**src/rtl/axi2mem_pkg.sv**
```systemverilog
// Shared definitions for the AXI4-Lite to byte-wide SRAM bridge.
//   state_t      : bridge FSM state encoding
//   RESP_OKAY    : AXI response code for a completed access
//   RESP_SLVERR  : AXI response code for an access aborted by BIST
//   SRAM_DEPTH   : number of bytes in the attached SRAM
package axi2mem_pkg;

  typedef enum logic [2:0] {
    ST_IDLE,
    ST_WR,
    ST_RD,
    ST_RD_TAIL,
    ST_WRESP,
    ST_RRESP
  } state_t;

  localparam logic [1:0] RESP_OKAY   = 2'b00;
  localparam logic [1:0] RESP_SLVERR = 2'b10;

  localparam int SRAM_DEPTH = 8192;

endpackage

```
**src/rtl/axil2sram_8.sv**
```systemverilog
// AXI4-Lite slave that turns 32-bit word accesses into four byte accesses on
// an 8-bit SRAM port (the functional side of a BIST wrapper).
//
// Ports:
//   b_clk, b_rst         : clock, synchronous active-high reset
//   bist_active          : BIST owns the SRAM; block new work, abort in-flight work
//   aw*/w*/b*            : AXI4-Lite write address / data / response channels
//   ar*/r*               : AXI4-Lite read address / data channels
//   sram_addr/wdata      : byte address and byte write data (registered)
//   sram_wen             : 0 = write, 1 = read
//   sram_csn             : active-low chip select (gated combinationally by abort)
//   sram_rdata           : byte read data, valid the cycle after the address
//   busy                 : FSM is not idle
//
// Handshakes: a transfer happens on a rising edge where valid and ready are
// both high. Readies here are combinational from state and the valids; the
// write path only accepts when awvalid and wvalid are both present, and a
// simultaneous write wins over a read.
module axil2sram_8
  import axi2mem_pkg::*;
#(
  parameter int ADDR_W = 13
) (
  input  logic              b_clk,
  input  logic              b_rst,
  input  logic              bist_active,
  input  logic [ADDR_W-1:0] awaddr,
  input  logic              awvalid,
  output logic              awready,
  input  logic [31:0]       wdata,
  input  logic [3:0]        wstrb,
  input  logic              wvalid,
  output logic              wready,
  output logic [1:0]        bresp,
  output logic              bvalid,
  input  logic              bready,
  input  logic [ADDR_W-1:0] araddr,
  input  logic              arvalid,
  output logic              arready,
  output logic [31:0]       rdata,
  output logic [1:0]        rresp,
  output logic              rvalid,
  input  logic              rready,
  output logic [ADDR_W-1:0] sram_addr,
  output logic [7:0]        sram_wdata,
  output logic              sram_wen,
  output logic              sram_csn,
  input  logic [7:0]        sram_rdata,
  output logic              busy
);

  state_t              state_q, state_d;
  logic [1:0]          idx_q;
  logic [1:0]          prev_idx;
  logic [ADDR_W-3:0]   waddr_q;
  logic [31:0]         wdata_q;
  logic [3:0]          wstrb_q;
  logic [31:0]         rdata_q;
  logic [1:0]          resp_q;
  logic                abort;

  // Word alignment discards the two low address bits.
  logic unused_addr_bits;
  assign unused_addr_bits = ^{awaddr[1:0], araddr[1:0]};

  always_ff @(posedge b_clk) begin
    if (b_rst) state_q <= ST_IDLE;
    else       state_q <= state_d;
  end

  always_comb begin
    state_d  = state_q;
    awready  = 1'b0;
    wready   = 1'b0;
    arready  = 1'b0;
    abort    = 1'b0;
    sram_csn = 1'b1;
    sram_wen = 1'b1;
    case (state_q)
      ST_IDLE: begin
        if (!bist_active) begin
          if (awvalid && wvalid) begin
            awready = 1'b1;
            wready  = 1'b1;
            state_d = ST_WR;
          end else if (arvalid) begin
            arready = 1'b1;
            state_d = ST_RD;
          end
        end
      end
      ST_WR: begin
        if (bist_active) begin
          abort   = 1'b1;
          state_d = ST_WRESP;
        end else begin
          // Disabled byte lanes still take their cycle, just without a select.
          sram_csn = ~wstrb_q[idx_q];
          sram_wen = 1'b0;
          if (idx_q == 2'd3) state_d = ST_WRESP;
        end
      end
      ST_RD: begin
        if (bist_active) begin
          abort   = 1'b1;
          state_d = ST_RRESP;
        end else begin
          sram_csn = 1'b0;
          if (idx_q == 2'd3) state_d = ST_RD_TAIL;
        end
      end
      ST_RD_TAIL: begin
        abort   = bist_active;
        state_d = ST_RRESP;
      end
      ST_WRESP: if (bready) state_d = ST_IDLE;
      ST_RRESP: if (rready) state_d = ST_IDLE;
      default:  state_d = ST_IDLE;
    endcase
  end

  // Byte k-1 is returned by the SRAM while byte k is being addressed.
  assign prev_idx = idx_q - 2'd1;

  always_ff @(posedge b_clk) begin
    if (b_rst) begin
      idx_q   <= '0;
      waddr_q <= '0;
      wdata_q <= '0;
      wstrb_q <= '0;
      rdata_q <= '0;
      resp_q  <= RESP_OKAY;
    end else if (awready) begin
      waddr_q <= awaddr[ADDR_W-1:2];
      wdata_q <= wdata;
      wstrb_q <= wstrb;
      idx_q   <= '0;
      resp_q  <= RESP_OKAY;
    end else if (arready) begin
      waddr_q <= araddr[ADDR_W-1:2];
      idx_q   <= '0;
      rdata_q <= '0;
      resp_q  <= RESP_OKAY;
    end else if (abort) begin
      rdata_q <= '0;
      resp_q  <= RESP_SLVERR;
    end else begin
      case (state_q)
        ST_WR: idx_q <= idx_q + 2'd1;
        ST_RD: begin
          idx_q <= idx_q + 2'd1;
          if (idx_q != 2'd0) rdata_q[{prev_idx, 3'b000} +: 8] <= sram_rdata;
        end
        ST_RD_TAIL: rdata_q[31:24] <= sram_rdata;
        default: ;
      endcase
    end
  end

  assign sram_addr  = {waddr_q, idx_q};
  assign sram_wdata = wdata_q[{idx_q, 3'b000} +: 8];
  assign rdata      = rdata_q;
  assign bresp      = resp_q;
  assign rresp      = resp_q;
  assign bvalid     = (state_q == ST_WRESP);
  assign rvalid     = (state_q == ST_RRESP);
  assign busy       = (state_q != ST_IDLE);

endmodule

```
**config.mk**
```make
export PLATFORM = sky130hd
export DESIGN_NAME = axil2sram_8
export DESIGN_NICKNAME = d
export VERILOG_FILES = /design/src/rtl/axi2mem_pkg.sv /design/src/rtl/axil2sram_8.sv
export SDC_FILE = /design/constraint.sdc
export NUM_CORES = 1
export LEC_CHECK = 0
export CORE_ASPECT_RATIO = 0.6
export CORE_MARGIN = 5
export CORE_UTILIZATION = 25
export DETAILED_ROUTE_END_ITERATION = 8
export GPL_TIMING_DRIVEN = 0
export SLEW_MARGIN = 20
export SYNTH_ARGS = -nofsm -noshare
export SYNTH_HDL_FRONTEND = slang
export SYNTH_SLANG_ARGS = --single-unit
```
**constraint.sdc**
```tcl
create_clock -name b_clk -period 2.4 [get_ports b_clk]
set_input_delay 0.72 -clock b_clk [delete_from_list [all_inputs] [get_ports b_clk]]
set_output_delay 0.72 -clock b_clk [all_outputs]
set_load 0.01 [all_outputs]
```
==> results of run 1 <==
[cells by family after synthesis]
family          share of synthesized area, %
buf+inv                                6.444
compound gates                         17.81
flops                                  44.94
xor+xnor                              0.4627
other cells                          0.09905
simple gates                           22.74
mux                                    6.180
fa+ha+maj                              1.322
[cells in the final DEF (no fill, tap or decap), types with 3 or more instances in the layout]
cell type                           n
sky130_fd_sc_hd__clkdlybuf4s50_1  116
sky130_fd_sc_hd__nand2_1          111
sky130_fd_sc_hd__dfxtp_1           83
sky130_fd_sc_hd__a21oi_1           72
sky130_fd_sc_hd__buf_4             20
sky130_fd_sc_hd__nor2_1            17
sky130_fd_sc_hd__nand4_1           16
sky130_fd_sc_hd__buf_2             16
sky130_fd_sc_hd__buf_6             11
sky130_fd_sc_hd__mux4_2             9
sky130_fd_sc_hd__clkbuf_16          9
sky130_fd_sc_hd__clkbuf_1           8
sky130_fd_sc_hd__nand3_1            8
sky130_fd_sc_hd__a21oi_2            7
sky130_fd_sc_hd__a22o_1             7
sky130_fd_sc_hd__a211oi_2           6
sky130_fd_sc_hd__dlygate4sd2_1      6
sky130_fd_sc_hd__a211oi_1           5
sky130_fd_sc_hd__ha_1               4
sky130_fd_sc_hd__nor4_1             3
sky130_fd_sc_hd__buf_12             3
sky130_fd_sc_hd__inv_1              3
sky130_fd_sc_hd__clkinvlp_4         3
[layout make-up]
class / count / area [um2] / area share [%]
buffer: 38 / 254.0 / 4.338
clock buffer: 9 / 225.2 / 3.846
clock inverter: 7 / 75.07 / 1.282
inverter: 5 / 26.28 / 0.4487
multi-input combinational: 303 / 1876 / 32.03
sequential: 85 / 1707 / 29.15
tap: 198 / 247.7 / 4.231
timing repair buffer: 147 / 1445 / 24.68
[flip-flops by register name (all words and copies together) (netlist names)]
name     flops
rdata       32
state_q      3
idx_q        2
wdata_q     32
waddr_q     11
bresp        1
wstrb_q      4
[metrics by stage]
step / worst slack (ps) / power, uW / utilization (%)
floorplan: 98.75 / 1781 / -
global placement: -1051 / 2050 / 36.72
detailed placement: -1067 / 2060 / 36.72
CTS: -72.48 / 3494 / 39.86
global route: -118.3 / 3616 / 39.90
finish: -42.05 / 3466 / 39.90
[layer usage]
| layer | wire [um] | global-route usage (%) | part of all wire, % |
|---|---|---|---|
| met1 | 6303 | 20.32 | 49 |
| met2 | 5454 | 20.82 | 42 |
| met3 | 1107 | 5.874 | 8.6 |
| met4 | 39 | 2.548 | 0.30 |
| met5 | 11 | 0 | 0.085 |
[worst min path at each step]
| stage | from | to | slack (ps) | cells past startpoint |
|---|---|---|---|---|
| 3_3_place_gp | wdata_q[18] | wdata_q[18] | 440 | 2 |
| 5_1_grt | wdata_q[1] | wdata_q[1] | 470 | 2 |
| 4_1_cts | wdata_q[19] | wdata_q[19] | 450 | 2 |
| 2_1_floorplan | wdata_q[16] | wdata_q[16] | 430 | 2 |
| 3_5_place_dp | wdata_q[19] | wdata_q[19] | 450 | 2 |
| 6_report | rdata[17] | rdata[17] | 450 | 2 |
[worst max-delay path, delay by kind of cell, from the launching register on]
kind          cells  cell delay [ps]
flops             1              350
buf+inv           1              100
simple gates      2              420
mux               1              520
[report_power, final]
group	switching, uW	total (uW)	internal (uW)
combinational	274	584	310
sequential	26.6	1480	1460
clock	589	1400	810
[repair_timing]
action,4_1_cts,5_1_grt
setup buffers,12,0
pin swaps,5,4
resized for setup,79,8
setup endpoints to repair,38,13
==> impl_metrics.tcl, run 1 <==
set metrics [dict create \
    p_r_area_growth_vs_syn_pct 54.66 \
    design.core.area_um2 14680 \
    drt.antenna.violating_nets 0 \
    dp_cells 765 \
    number_of_cells_on_the_worst_reg_to_reg_path 10 \
    boundaryPins 143 \
    number_of_warning_messages_in_the_yosys_log 0 \
    synth_seq_area_share_pct 44.94 \
    worst_pin_slew_ps 688.4 \
    timing.rr.end "rdata[11]" \
    netlist_top_cells_count "sky130_fd_sc_hd__nand2_1, sky130_fd_sc_hd__dfxtp_1, sky130_fd_sc_hd__a21oi_1" \
    number_of_enable_type_register_cells_in_the_synthesized_netlist 0 \
    rsz_0062_raised_after_global_routing "true" \
    failed_checks "setup timing" \
    synthFlopType "sky130_fd_sc_hd__dfxtp_1" \
    drt_iter0_drc 217 \
    netlist-cell-type-count 47 \
    postSynth.asyncResetShare_pct 0 \
    diodes 0 \
    worst_path_max_delay_cell "sky130_fd_sc_hd__mux4_2" \
    finalNetCount 671 \
    post-route-period-util_pct 101.8 \
    clkSlewWorstSetupHoldPaths_ps 60 \
    cts-buffers-inserted 9 \
    dieWidth_um 168.9 \
    portBuffers 135 \
    maxCapViolCount 0 \
    slowest_delay_ps 520 \
    placed_cell_area_um2 5389 \
    powerDensity_nw_per_um2 591.9 \
    layout_setup_ws_ps -42.05 \
    number_of_instances_in_the_synthesized_netlist 431 \
    clock.fmax_mhz 409.5 \
    grt_pass1_vias 3785 \
    dieArea_um2 17790 \
    timing.final.setup_violations 7 \
    worst_hold_path_type "flip-flop to flip-flop" \
    grt_pass1_wl_um 20520 \
    synth_area_leaders "sky130_fd_sc_hd__dfxtp_1, sky130_fd_sc_hd__nand2_1, sky130_fd_sc_hd__a21oi_1" \
    fin_hold_ws_ps 453.4 \
    fill_cells 1483 \
    postRouteWirelength_um 12920 \
    cts_hold_buf 0 \
    worst_case_clock_buffer_depth 2 \
    post_synth.cell_area_avg_um2 8.785 \
    post_synth_top_area_share_pct 44.94 \
    num_rows 34 \
    tns_ps -154.2 \
    h_tree_lvls 3 \
    startpoint_to_endpoint_class_of_the_critical_path "flip-flop to primary output" \
    hold_viol_final 0 \
    wl_per_cell_um 16.31 \
    report.final.slew_viol_count 0 \
    gpl.final_weighted_congestion 0.7690 \
    insertion_delay_ps 340 \
    vias_per_cell 4.612 \
    number_of_antenna_violations_at_the_first_check_in_global_routing 1 \
    mappedNetlistArea_um2 3786 \
    cts_root_buf "sky130_fd_sc_hd__clkbuf_16" \
    crit_start "idx_q[0]" \
    r2r_start "idx_q[0]" \
    final_area_um2 5856 \
    die_h_um 105.3 \
    worst-endpoint-arrival_ps 1720 \
    max_slew_margin_pct 53.73 \
    data_required_time_at_the_worst_endpoint_ps 1680 \
    critical_path.endpoint "sram_csn" \
    period_minus_slack_ps 2442 \
    static-leakage-power_uw 0.002048 \
    clock-sinks 85 \
    drcViolationCount 0 \
    peakVddDrop_mv 0.2995 \
    clock-skew-final_ps 8.688 \
    postSynthRegisterBits 85 \
    r2r_slack_ps 200 \
    layout_cell_share_with_drive_strength_beyond_1_pct 19.19 \
    grt_residual_overflow 0 \
    startpoint_type "flip-flop" \
    grt_max_degree 16 \
    detail_route.first_pass.iterations 4 \
    crit_path_max_fanout 3 \
    dp_hpwl_um 9864 \
    cell_chain_critical_path "mux4_2 > nor4b_2 > or2_4 > buf_6" \
    non_filler_instances 792 \
    clock_tree_from_tritoncts "built" \
    synthMostInstantiatedCell "sky130_fd_sc_hd__nand2_1" \
    num_vias 3653 \
    yosys.area.top_type "sky130_fd_sc_hd__dfxtp_1" \
    start_util_pct 25.80 \
    run_status "finished with violations" \
    setup.worst_path.end_class "primary output" \
    groute.usage.overall_pct 14.39 \
]
Note: power is estimated with default switching activity, not from simulation.
==> run 2, diff against run 1 <==
- DONT_BUFFER_PORTS: unset -> 1
==> run 2 against run 1 <==
Net effect: the run still ends with setup timing left; global-route usage fell by 0.76 points; setup slack got worse by 40 ps; clock skew is essentially flat; sequential share of layout area grew 9.3 points; power is 6.9% lower; via count fell by 12%; core utilization decreased by 9.6 points; largest cell class unchanged.
==> impl_metrics.tcl, run 2 (synthesis gave the netlist of run 1 again) <==
set metrics [dict create \
    number_of_cells_on_the_worst_reg_to_reg_path 8 \
    dp_cells 630 \
    slowest_delay_ps 570 \
    grt_max_degree 17 \
    utilization_pct 30.28 \
    fin_hold_ws_ps 454.1 \
    worst_case_clock_buffer_depth 2 \
    grt_pass1_vias 3272 \
    layout_cell_share_with_drive_strength_beyond_1_pct 20.97 \
    dieArea_um2 17790 \
    gpl.final_weighted_congestion 0.8239 \
    worst_hold_path_type "flip-flop to flip-flop" \
    clkSlewWorstSetupHoldPaths_ps 60 \
    layout_setup_ws_ps -81.79 \
    wl_per_cell_um 18.98 \
    worst-endpoint-arrival_ps 1760 \
    dp_hpwl_um 9592 \
    groute.usage.overall_pct 13.63 \
    layout_common_cells "sky130_fd_sc_hd__nand2_1, sky130_fd_sc_hd__dfxtp_1, sky130_fd_sc_hd__a21oi_1, sky130_fd_sc_hd__nor2_1, sky130_fd_sc_hd__nand4_1" \
    max_slew_margin_pct 50.76 \
    report.final.slew_viol_count 0 \
    r2r_start "idx_q[0]" \
    p_r_area_growth_vs_syn_pct 17.38 \
    clock_tree_from_tritoncts "built" \
    hold_viol_final 0 \
    clock-skew-final_ps 8.238 \
    detail_route.first_pass.iterations 4 \
    drt.antenna.violating_nets 0 \
    rsz_0062_raised_after_global_routing "true" \
    grt_pass1_wl_um 18910 \
    cts_root_buf "sky130_fd_sc_hd__clkbuf_16" \
    cts_hold_buf 0 \
    boundaryPins 143 \
    num_vias 3204 \
    most_common_cell_after_layout_fill_and_taps_aside "sky130_fd_sc_hd__nand2_1" \
    timing.rr.end "rdata[16]" \
    static-leakage-power_uw 0.001477 \
    design.core.area_um2 14680 \
    clock-sinks 85 \
    die_h_um 105.3 \
    crit_path_max_fanout 6 \
    startpoint_type "flip-flop" \
    cell_chain_critical_path "mux4_2 > nor4b_2 > or2_4" \
    timing.final.setup_violations 1 \
    cts-buffers-inserted 9 \
    r2r_slack_ps 290 \
    period_minus_slack_ps 2482 \
    portBuffers 0 \
    final_area_um2 4444 \
    run_status "finished with violations" \
    vias_per_cell 4.922 \
    drt_iter0_drc 196 \
    drcViolationCount 0 \
    startpoint_to_endpoint_class_of_the_critical_path "flip-flop to primary output" \
    data_required_time_at_the_worst_endpoint_ps 1680 \
    fill_cells 1551 \
    post-route-period-util_pct 103.4 \
    start_util_pct 25.80 \
    diodes 0 \
    setup.worst_path.end_class "primary output" \
    powerDensity_nw_per_um2 725.8 \
    non_filler_instances 651 \
    worst_path_max_delay_cell "sky130_fd_sc_hd__mux4_2" \
    h_tree_lvls 3 \
    finalNetCount 530 \
    num_rows 34 \
    worst_pin_slew_ps 732.6 \
    postRouteWirelength_um 12360 \
    insertion_delay_ps 340 \
    failed_checks "setup timing" \
    number_of_antenna_violations_at_the_first_check_in_global_routing 0 \
    grt_residual_overflow 0 \
    placed_cell_area_um2 4038 \
    critical_path.endpoint "sram_csn" \
    maxCapViolCount 0 \
    peakVddDrop_mv 0.2950 \
    clock.fmax_mhz 402.9 \
    crit_start "idx_q[0]" \
    dieWidth_um 168.9 \
]
run 2: area by class of cell:
| class | instances | area, um2 | share of cell area [%] |
|---|---|---|---|
| repair buffers | 6 | 62.56 | 1.408 |
| plain buffers | 38 | 245.2 | 5.518 |
| clock inverters | 6 | 53.80 | 1.211 |
| inverters | 5 | 21.27 | 0.4786 |
| clock buffers | 10 | 239.0 | 5.377 |
| flip-flops and latches | 85 | 1707 | 38.40 |
| multi-input cells | 303 | 1868 | 42.03 |
| well taps | 198 | 247.7 | 5.574 |
run 2: repair_timing:
action,in CTS,in global routing
resized for setup,4,15
endpoints found under the setup margin,35,34
cloned,0,1
hold endpoints to repair,0,0
buffers inserted,1,4
pin swaps,0,2
run 2: critical path: cells and delay by family, from the launching register on:
family / cells / cell delay (ps)
flip-flops: 1 / 410
multiplexers: 1 / 570
AND/OR/NAND/NOR: 2 / 450
run 2: per-stage QoR:
stage | TNS [ps] | setup WS, ps | total power, uW
floorplan | 0 | 98.75 | 1781
global placement | -2278 | -188.1 | 1854
detailed placement | -3614 | -196.5 | 1867
CTS | -119.6 | -78.43 | 3253
global route | -130.3 | -130.3 | 3384
finish | -81.79 | -81.79 | 3225
run 2: power by group:
group | internal [uW] | total (uW) | leakage [uW] | switching (uW)
Sequential | 1460 | 1500 | 0.000690 | 42.2
Combinational | 147 | 361 | 0.000645 | 214
Clock | 751 | 1370 | 0.000142 | 615
Total | 2350 | 3230 | 0.00148 | 872
run 2: layer usage:
| layer | global-route usage [%] | part of all wire [%] |
|---|---|---|
| met5 | 0 | 0 |
| met4 | 2.837 | 0.75 |
| met3 | 7.146 | 12 |
| met1 | 17.79 | 45 |
| met2 | 20.14 | 43 |
run 2: worst min-delay path by stage:
stage                startpoint     endpoint  depth (start not counted)
floorplan           wdata_q[16]  wdata_q[16]                          2
global placement    wdata_q[18]  wdata_q[18]                          2
detailed placement  wdata_q[18]  wdata_q[18]                          2
CTS                 wdata_q[18]  wdata_q[18]                          2
global route         wstrb_q[2]   wstrb_q[2]                          2
finish              wdata_q[17]  wdata_q[17]                          2
==> run 3, diff against run 2 <==
- REMOVE_ABC_BUFFERS: unset -> 1
==> run 3 against run 2 <==
Net effect: sequential cell count did not move; clock skew decreased by 1.9 ps; clock-buffer cell count did not move; power decreased by 3.0%; the run still ends with setup timing left.
==> impl_metrics.tcl, run 3 (synthesis gave the netlist of run 1 again) <==
set metrics [dict create \
    dieArea_um2 17790 \
    internal-power_uw 2308 \
    dieWidth_um 168.9 \
    cts-buffers-inserted 9 \
    grt_max_degree 57 \
    dp_hpwl_um 8018 \
    groute.usage.overall_pct 12.67 \
    rsz_0062_raised_after_global_routing "true" \
    report.final.slew_viol_count 0 \
    setup.worst_path.end_class "primary output" \
    period_minus_slack_ps 2500 \
    gpl.final_weighted_congestion 0.7859 \
    failed_checks "setup timing" \
    startpoint_type "flip-flop" \
    postRouteWirelength_um 11560 \
    vias_per_cell 4.958 \
    p_sw_uw 820.9 \
    p_r_area_growth_vs_syn_pct 12.06 \
    powerDensity_nw_per_um2 737.4 \
    drt.antenna.violating_nets 0 \
    clock_tree_from_tritoncts "built" \
    clock-skew-final_ps 6.322 \
    fin_hold_ws_ps 445.9 \
    fill_cells 1526 \
    drt_iter0_drc 150 \
    diodes 0 \
    start_util_pct 25.80 \
    hold_viol_final 0 \
    cts_root_buf "sky130_fd_sc_hd__clkbuf_16" \
    worst_case_clock_buffer_depth 2 \
    finalNetCount 493 \
    placed_cell_area_um2 3857 \
    worst_hold_path_type "primary input to flip-flop" \
    crit_path_max_fanout 7 \
    detail_route.first_pass.iterations 5 \
    power.sequential.fraction_pct 48.5 \
    timing.final.setup_violations 1 \
    multi_input_logic_area_um2 1891 \
    seq_area_um2 1713 \
    data_required_time_at_the_worst_endpoint_ps 1680 \
    layout_setup_ws_ps -99.81 \
    num_rows 34 \
    grt_pass1_wl_um 17500 \
    static-leakage-power_uw 0.001322 \
    num_vias 3044 \
    clock-sinks 85 \
    switching_share_pct 26.24 \
    p_comb_share_pct 9.0 \
    design.core.area_um2 14680 \
    final_area_um2 4243 \
    drcViolationCount 0 \
    maxCapViolCount 0 \
    peakVddDrop_mv 0.2850 \
    number_of_antenna_violations_at_the_first_check_in_global_routing 0 \
    worst_pin_slew_ps 994.9 \
    wl_per_cell_um 18.82 \
    worst-endpoint-arrival_ps 1780 \
    die_h_um 105.3 \
    boundaryPins 143 \
    max_slew_margin_pct 33.63 \
    h_tree_lvls 3 \
    grt_residual_overflow 0 \
    portBuffers 0 \
    startpoint_to_endpoint_class_of_the_critical_path "flip-flop to primary output" \
    grt_pass1_vias 2973 \
    layout_cell_share_with_drive_strength_beyond_1_pct 16.35 \
    run_status "finished with violations" \
    insertion_delay_ps 330 \
    layout_common_cells "sky130_fd_sc_hd__nand2_1, sky130_fd_sc_hd__dfxtp_1, sky130_fd_sc_hd__a21oi_1, sky130_fd_sc_hd__nor2_1, sky130_fd_sc_hd__nand4_1" \
    clkSlewWorstSetupHoldPaths_ps 70 \
    clock.fmax_mhz 400.0 \
    clkPwrFrac_pct 42.5 \
    post-route-period-util_pct 104.2 \
    most_common_cell_after_layout_fill_and_taps_aside "sky130_fd_sc_hd__nand2_1" \
]
[run 3: cell types whose count changed in the layout (fill, tap and decap cells not counted), moves of 3 or more]
cell	delta
sky130_fd_sc_hd__dfxtp_1	-3
sky130_fd_sc_hd__buf_6	-3
sky130_fd_sc_hd__buf_2	-14
sky130_fd_sc_hd__clkbuf_1	-8
sky130_fd_sc_hd__buf_4	-10
[run 3: per-stage QoR]
| step | cells | worst slack (ps) | TNS, ps | util [%] | power [uW] |
|---|---|---|---|---|---|
| after floorplan | 393 | -1046 | -44330 | - | 1735 |
| after global placement | 591 | -2110 | -123240 | 25.98 | 1789 |
| after detailed placement | 593 | -540.7 | -19540 | 26.28 | 1809 |
| after CTS | 613 | -132.1 | -132.1 | 28.78 | 3184 |
| after global routing | 614 | -196.3 | -196.3 | 28.91 | 3284 |
| final | 614 | -99.81 | -99.81 | 28.91 | 3129 |
[run 3: what timing repair did]
action,in CTS,in global routing
pin swaps,1,2
buffers inserted,3,1
hold buffers,0,0
cloned,1,0
endpoints found under the setup margin,41,2
gates resized for setup,17,2
[run 3: layout make-up]
type	count	area share [%]
inverters	5	0.9142
well taps	198	5.839
repair inverters	1	0.2064
clock buffers	10	5.633
clock inverters	6	1.091
multi-input cells	303	44.56
repair buffers	6	1.386
flip-flops and latches	85	40.37
[run 3: routing by layer]
layer  up-vias  routed length (um)  part of all wire, %  track usage (%)
li1       1453                   -                    -                -
met1      1459                5313                   46            16.82
met2       120                4930                   43            18.60
met3        12                1166                   10            5.761
met4         0                 146                  1.3            3.474
met5         -                   0                    0                0
[run 3: critical path: stages, from the launching register on]
cell	delay, ps
sky130_fd_sc_hd__dfxtp_4	440
sky130_fd_sc_hd__mux4_2	580
sky130_fd_sc_hd__nor4b_4	240
sky130_fd_sc_hd__or2_4	180
[run 3: worst paths after layout]
kind	slack, ps	cells after the start	from	endpoint
setup / recovery	-100	3	idx_q[0]	sram_csn
hold / removal	450	1	b_rst	wdata_q[7]
setup reg to reg	240	8	idx_q[0]	rdata[18]
hold reg to reg	450	2	wdata_q[5]	wdata_q[5]
[run 3: power by group through the flow]
stage,Clock (uW),Sequential (uW),Combinational [uW]
finish,1330,1520,282
global route,1450,1520,311
CTS,1390,1520,282
detailed placement,0,1550,256
global placement,0,1550,241
floorplan,0,1530,201
